--- config.mk ---
export PLATFORM = sky130hd
export DESIGN_NAME = reg_wb
export DESIGN_NICKNAME = d
export VERILOG_FILES = /design/src/rtl/reg_wb_pkg.sv /design/src/rtl/reg_wb_load_align.sv /design/src/rtl/reg_wb.sv
export SDC_FILE = /design/constraint.sdc
export NUM_CORES = 1
export LEC_CHECK = 0
export CAP_MARGIN = 0
export CORE_UTILIZATION = 25
export CTS_CLUSTER_DIAMETER = 80
export CTS_CLUSTER_SIZE = 20
export DETAILED_ROUTE_END_ITERATION = 16
export SLEW_MARGIN = 20
export SYNTH_ARGS = -nofsm -noshare
export SYNTH_HDL_FRONTEND = slang
export SYNTH_SLANG_ARGS = --single-unit
--- constraint.sdc ---
create_clock -name clk -period 2.6 [get_ports clk]
set_input_delay 0.26 -clock clk [delete_from_list [all_inputs] [get_ports clk]]
set_output_delay 0.26 -clock clk [all_outputs]
set_load 0.01 [all_outputs]
--- src/rtl/reg_wb_pkg.sv ---
// Shared encodings for the register writeback stage: writeback sources,
// load types and the writeback FSM states.
package reg_wb_pkg;

  typedef enum logic [1:0] {
    WB_ALU  = 2'd0,
    WB_MEM  = 2'd1,
    WB_LINK = 2'd2,
    WB_NONE = 2'd3
  } wb_src_e;

  typedef enum logic [2:0] {
    LT_LW     = 3'd0,
    LT_LB     = 3'd1,
    LT_LBU    = 3'd2,
    LT_LH     = 3'd3,
    LT_LHU    = 3'd4,
    LT_LWL    = 3'd5,
    LT_LWR    = 3'd6,
    LT_LW_ALT = 3'd7
  } load_type_e;

  typedef enum logic [1:0] {
    ST_IDLE     = 2'd0,
    ST_WAIT_MEM = 2'd1,
    ST_WRITE    = 2'd2
  } state_e;

endpackage

--- src/rtl/reg_wb_load_align.sv ---
// Combinational load-data alignment: byte/halfword extraction with sign or
// zero extension, and the unaligned LWL/LWR merge with the old register value.
module load_align
  import reg_wb_pkg::*;
#(
  parameter int DATA_WIDTH = 32
) (
  input  logic [2:0]            i_load_type,
  input  logic [1:0]            i_addr_lo,
  input  logic [DATA_WIDTH-1:0] i_mem_rdata,
  input  logic [DATA_WIDTH-1:0] i_old_rt,
  output logic [DATA_WIDTH-1:0] o_load_data
);

  logic [DATA_WIDTH-1:0] w_ones;
  logic [DATA_WIDTH-1:0] w_byte_shift;
  logic [DATA_WIDTH-1:0] w_half_shift;
  logic [7:0]            w_byte;
  logic [15:0]           w_half;
  logic [5:0]            w_lo_bits;
  logic [5:0]            w_lwl_shift;
  logic [5:0]            w_lwl_keep;
  logic [DATA_WIDTH-1:0] w_lwl;
  logic [DATA_WIDTH-1:0] w_lwr;

  assign w_ones       = '1;
  assign w_lo_bits    = {1'b0, i_addr_lo, 3'b000};
  assign w_byte_shift = i_mem_rdata >> w_lo_bits;
  assign w_half_shift = i_mem_rdata >> {i_addr_lo[1], 4'b0000};
  assign w_byte       = w_byte_shift[7:0];
  assign w_half       = w_half_shift[15:0];

  // LWL shifts the loaded bytes up by 8*(3-k) and keeps the old low 24-8k bits;
  // a shift of 32 clears the old part entirely, giving the full word for k=3.
  assign w_lwl_shift = {1'b0, ~i_addr_lo, 3'b000};
  assign w_lwl_keep  = w_lo_bits + 6'd8;
  assign w_lwl       = (i_mem_rdata << w_lwl_shift) | (i_old_rt & (w_ones >> w_lwl_keep));
  assign w_lwr       = (i_mem_rdata >> w_lo_bits) | (i_old_rt & ~(w_ones >> w_lo_bits));

  // NOTE: o_load_data gets a default before the case so no latch is inferred.
  always_comb begin
    o_load_data = i_mem_rdata;
    case (load_type_e'(i_load_type))
      LT_LB:   o_load_data = {{(DATA_WIDTH-8){w_byte[7]}}, w_byte};
      LT_LBU:  o_load_data = {{(DATA_WIDTH-8){1'b0}}, w_byte};
      LT_LH:   o_load_data = {{(DATA_WIDTH-16){w_half[15]}}, w_half};
      LT_LHU:  o_load_data = {{(DATA_WIDTH-16){1'b0}}, w_half};
      LT_LWL:  o_load_data = w_lwl;
      LT_LWR:  o_load_data = w_lwr;
      default: o_load_data = i_mem_rdata;
    endcase
  end

endmodule

--- src/rtl/reg_wb.sv ---
// Register writeback stage: accepts a writeback request, waits for load data
// when needed, and issues a single registered register-file write.
module reg_wb
  import reg_wb_pkg::*;
#(
  parameter int DATA_WIDTH = 32,
  parameter int ADDR_WIDTH = 5
) (
  input  logic                  clk,
  input  logic                  rst,
  input  logic                  start,
  input  logic [1:0]            wb_src,
  input  logic [2:0]            load_type,
  input  logic [1:0]            addr_lo,
  input  logic [ADDR_WIDTH-1:0] dest,
  input  logic [DATA_WIDTH-1:0] alu_result,
  input  logic [DATA_WIDTH-1:0] link_pc,
  input  logic [DATA_WIDTH-1:0] old_rt,
  input  logic                  mem_valid,
  input  logic [DATA_WIDTH-1:0] mem_rdata,
  output logic [ADDR_WIDTH-1:0] waddr,
  output logic                  wen,
  output logic [DATA_WIDTH-1:0] wdata,
  output logic                  busy,
  output logic                  done
);

  state_e                r_state;
  logic [ADDR_WIDTH-1:0] r_waddr;
  logic                  r_wen;
  logic                  r_done;
  logic [DATA_WIDTH-1:0] r_wdata;
  logic [2:0]            r_load_type;
  logic [1:0]            r_addr_lo;
  logic [DATA_WIDTH-1:0] r_old_rt;

  state_e                w_state_next;
  logic                  w_wen_next;
  logic                  w_done_next;
  logic [DATA_WIDTH-1:0] w_wdata_next;
  logic                  w_latch_dest;
  logic                  w_capture_load;
  logic [DATA_WIDTH-1:0] w_load_data;

  load_align #(.DATA_WIDTH(DATA_WIDTH)) u_load_align (
    .i_load_type (r_load_type),
    .i_addr_lo   (r_addr_lo),
    .i_mem_rdata (mem_rdata),
    .i_old_rt    (r_old_rt),
    .o_load_data (w_load_data)
  );

  // Write data only moves when a write will actually be issued, so wdata holds
  // its last value for dest=0 and wb_src=none requests.
  always_comb begin
    w_state_next   = r_state;
    w_wen_next     = 1'b0;
    w_done_next    = 1'b0;
    w_wdata_next   = r_wdata;
    w_latch_dest   = 1'b0;
    w_capture_load = 1'b0;
    case (r_state)
      ST_IDLE: begin
        if (start) begin
          case (wb_src_e'(wb_src))
            WB_ALU, WB_LINK: begin
              w_latch_dest = 1'b1;
              w_state_next = ST_WRITE;
              w_done_next  = 1'b1;
              w_wen_next   = (dest != '0);
              if (dest != '0)
                w_wdata_next = (wb_src_e'(wb_src) == WB_LINK) ? link_pc : alu_result;
            end
            WB_MEM: begin
              w_latch_dest   = 1'b1;
              w_capture_load = 1'b1;
              w_state_next   = ST_WAIT_MEM;
            end
            default: w_done_next = 1'b1;
          endcase
        end
      end
      ST_WAIT_MEM: begin
        if (mem_valid) begin
          w_state_next = ST_WRITE;
          w_done_next  = 1'b1;
          w_wen_next   = (r_waddr != '0);
          if (r_waddr != '0)
            w_wdata_next = w_load_data;
        end
      end
      default: w_state_next = ST_IDLE;
    endcase
  end

  // NOTE: state uses non-blocking assignments so every register samples the
  // pre-edge values, independent of statement order.
  always_ff @(posedge clk or negedge rst) begin
    if (!rst) begin
      r_state     <= ST_IDLE;
      r_waddr     <= '0;
      r_wen       <= 1'b0;
      r_done      <= 1'b0;
      r_wdata     <= '0;
      r_load_type <= '0;
      r_addr_lo   <= '0;
      r_old_rt    <= '0;
    end else begin
      r_state <= w_state_next;
      r_wen   <= w_wen_next;
      r_done  <= w_done_next;
      r_wdata <= w_wdata_next;
      if (w_latch_dest)
        r_waddr <= dest;
      if (w_capture_load) begin
        r_load_type <= load_type;
        r_addr_lo   <= addr_lo;
        r_old_rt    <= old_rt;
      end
    end
  end

  assign waddr = r_waddr;
  assign wen   = r_wen;
  assign wdata = r_wdata;
  assign done  = r_done;
  assign busy  = (r_state != ST_IDLE);

endmodule

==> run_results.csv <==
group,metric,value,unit
synth,synth.cell_area,5560,µm²
die,die_width,151,µm
clock_tree,clockBufferDepth,2,
setup_path,cp.required,2.81,ns
global_routing,grt_first_pass_wirelength,31000,µm
cells_and_area,fillers,2222,
synth,synth-seq-cells,78,
power_and_ir_drop,p_leak,3.24,nW
die,initial_utilization,25.5,%
timing,finalClockSkew,0.00863,ns
timing,finalCritPeriodShare,84.7,%
drt,wl,20800,µm
cells_and_area,multi_input_area,3320,µm²
timing,fin_tns_setup,0,ns
synth,syn_area_per_cell,9.41,µm²
synth,synth_edf_count,0,
cells_and_area,stdcell_area,8060,µm²
global_routing,gr-total-overflow,0,
die,die_height,151,µm
clock_tree,cts_resized,0,
synth,syn_nets,735,
place,io_buffer_count,183,
clock_tree,cts_tree,"done",
timing,drv_slew,0,
die,pin_count,184,
timing,max-slew-margin-rel,35.7,%
timing,rsz0062_at_grt,"no",
cells_and_area,nets,910,
global_routing,grt_max_degree,41,
cells_and_area,area_growth,45.0,%
clock_tree,h-tree-depth,3,
place,place_congestion,0.920,
global_routing,grt_pass1_vias,5148,
cells_and_area,diodes,0,
clock_tree,cts_num_sinks,78,
clock_tree,clock_latency,0.35,ns
drt,via_count,5283,
synth,ys_warn_count,0,
place,placed_area,7760,µm²
timing,max_slew.worst_pin.slew,0.957,ns
setup_path,path_max_fanout,23,
die,coreArea,21800,µm²
drt,viasPerCell,5.03,
global_routing,grt_antenna_before_repair,0,
clock_tree,clk_pin_slew_worst_paths,0.06,ns
setup_path,crit_type,"reg2reg",
setup_path,critPathArrivalTime,2.41,ns
flow_run,maxCapViolations,0,
drt,ant_nets,0,
synth,post_synth_inst_count,591,
clock_tree,post-cts-setup-buffers,0,
timing,finalHoldViolCount,0,
min_path,hold_path.class,"in2async",
setup_path,start_kind,"flip-flop",
drt,drtPass1Iterations,5,
drt,wl_per_cell,19.8,µm
run_status,outcome,"finished clean",
die,num_rows,54,
synth,ys.flop_type,"dfrtp_1",
synth,async_flop_share,100,%
timing,min_period,2.20,ns
cells_and_area,drive_gt1_share,16.2,%
global_routing,grt_use_total,18.6,%
synth,ys_seq_area_share,35.1,%
cells_and_area,seq_area,1950,µm²
clock_tree,cts-buffers-inserted,9,
timing,setup_viol,0,
setup_path,end_kind,"flip-flop",
drt,drtIter0Drc,283,
synth,synth.distinct_cells,42,
clock_tree,clockRootBuffer,"clkbuf_16",
power_and_ir_drop,pwr_density_cell,766,nW/µm²
drt,drc,0,
die,dieArea,22800,µm²
power_and_ir_drop,ir_worst_vdd,0.354,mV
timing,fmax,454,MHz
place,place_hpwl,16300,µm
## metrics by stage
stage	setup slack, ns	total power [mW]	hold slack, ns	utilization (%)	cells
4_1_cts	0.441	6.22	0.453	36.9	1051
3_5_place_dp	0.225	4.96	0.286	35.6	1034
6_report	0.398	6.17	0.436	36.9	1051
5_1_grt	0.266	6.58	0.491	36.9	1051
2_1_floorplan	0.670	3.57	-0.0356	-	591
3_3_place_gp	0.226	4.93	0.281	35.6	1034
## final cells by class
type | instances | share of cell area [%]
Clock inverter | 4 | 0.373
Clock buffer | 12 | 3.18
Timing Repair Buffer | 211 | 25.6
Tap cell | 280 | 4.35
Multi-Input combinational cell | 445 | 41.2
Sequential cell | 78 | 24.2
Inverter | 21 | 1.01
## synthesized netlist by cell type (all sizes together), types with 5 or more instances
cell type | number | share of area (%)
a211oi | 5 | 0.68
a21oi | 38 | 3.4
a222oi | 8 | 1.4
and3 | 6 | 0.68
buf | 24 | 2.4
clkbuf | 23 | 1.6
dfrtp | 78 | 35
inv | 20 | 1.4
mux2 | 60 | 12
mux2i | 65 | 12
mux4 | 13 | 5.3
nand2 | 57 | 3.8
nor2 | 39 | 2.6
nor2b | 5 | 0.56
nor3 | 17 | 1.5
o21a | 8 | 1.1
o21ai | 63 | 5.7
o221ai | 9 | 1.4
o22ai | 14 | 1.6
o311ai | 8 | 1.3
o32ai | 9 | 1.4
## repair_timing
action / CTS / global route
setup endpoints to repair: 0 / 0
hold buffers: 1 / 0
endpoints found under the hold margin: 38 / 0
## worst paths after layout
kind | from | end | slack [ns] | cells after the start
setup reg to reg | r_load_type[0]$_DFFE_PN0P_ | wdata[15]$_DFFE_PN0P_ | 0.40 | 6
setup / recovery | r_load_type[0]$_DFFE_PN0P_ | wdata[15]$_DFFE_PN0P_ | 0.40 | 6
hold reg to reg | wdata[2]$_DFFE_PN0P_ | wdata[2]$_DFFE_PN0P_ | 0.48 | 2
hold / removal | rst | r_old_rt[15]$_DFFE_PN0P_ | 0.44 | 2
min in group clk | wdata[2]$_DFFE_PN0P_ | wdata[2]$_DFFE_PN0P_ | 0.48 | 2
max in group asynchronous | rst | wdata[16]$_DFFE_PN0P_ | 1.55 | 3
## logic make-up (layout without fill, tap and decap cells)
family	after synthesis	count (layout)	share of synthesized area [%]
flip-flops	78	78	35.1
buffers and inverters	68	248	5.40
AO/OA/AOI/OAI	172	172	19.9
AND/OR/NAND/NOR	135	135	10.5
multiplexers	138	138	29.1
## placed cells by master, fill, tap and decap left out, drive strengths merged, types with 2 or more instances in the layout
master         netlist  routed
clkbuf              23      12
a222oi               8       8
o32ai                9       9
o21ai               63      63
mux2                60      60
o21a                 8       8
o221ai               9       9
nand2               57      57
inv                 20      21
dfrtp               78      78
a31oi                2       2
o22ai               14      14
buf                 24      28
nor2                39      39
o21bai               2       2
a211oi               5       5
nor3                17      17
nor2b                5       5
mux2i               65      65
nand2b               4       4
or2                  2       2
mux4                13      13
a21oi               38      38
clkinv               1       3
clkdlybuf4s50        0     182
o311ai               8       8
and3                 6       6
or3                  2       2
## critical path, stage by stage, from the launching register on
cell       delay (ns)
dfrtp_1          0.52
and2_1           0.32
nand2b_1         0.10
buf_4            0.29
a211oi_1         0.08
a2111oi_0        0.62
o21ai_1          0.11
## flip-flops by register name, indices dropped and copies added, names as in the netlist
| signal | flops |
|---|---|
| done | 1 |
| r_addr_lo | 2 |
| r_load_type | 3 |
| r_old_rt | 32 |
| r_state | 2 |
| waddr | 5 |
| wdata | 32 |
| wen | 1 |
## report_power, final
part           switching, mW  internal (mW)
registers              0.306           1.60
clock network          0.534          0.703
logic                   1.52           1.51
total                   2.36           3.81
## routing by layer
layer | vias to the layer above | global-route usage (%) | part of all wire (%)
li1 | 2554 | - | -
met1 | 2491 | 25.0 | 45
met2 | 207 | 28.9 | 45
met3 | 31 | 3.98 | 7.1
met4 | 0 | 7.35 | 2.4
met5 | - | 0 | 0
No activity file was read; power rests on OpenSTA's default activity.
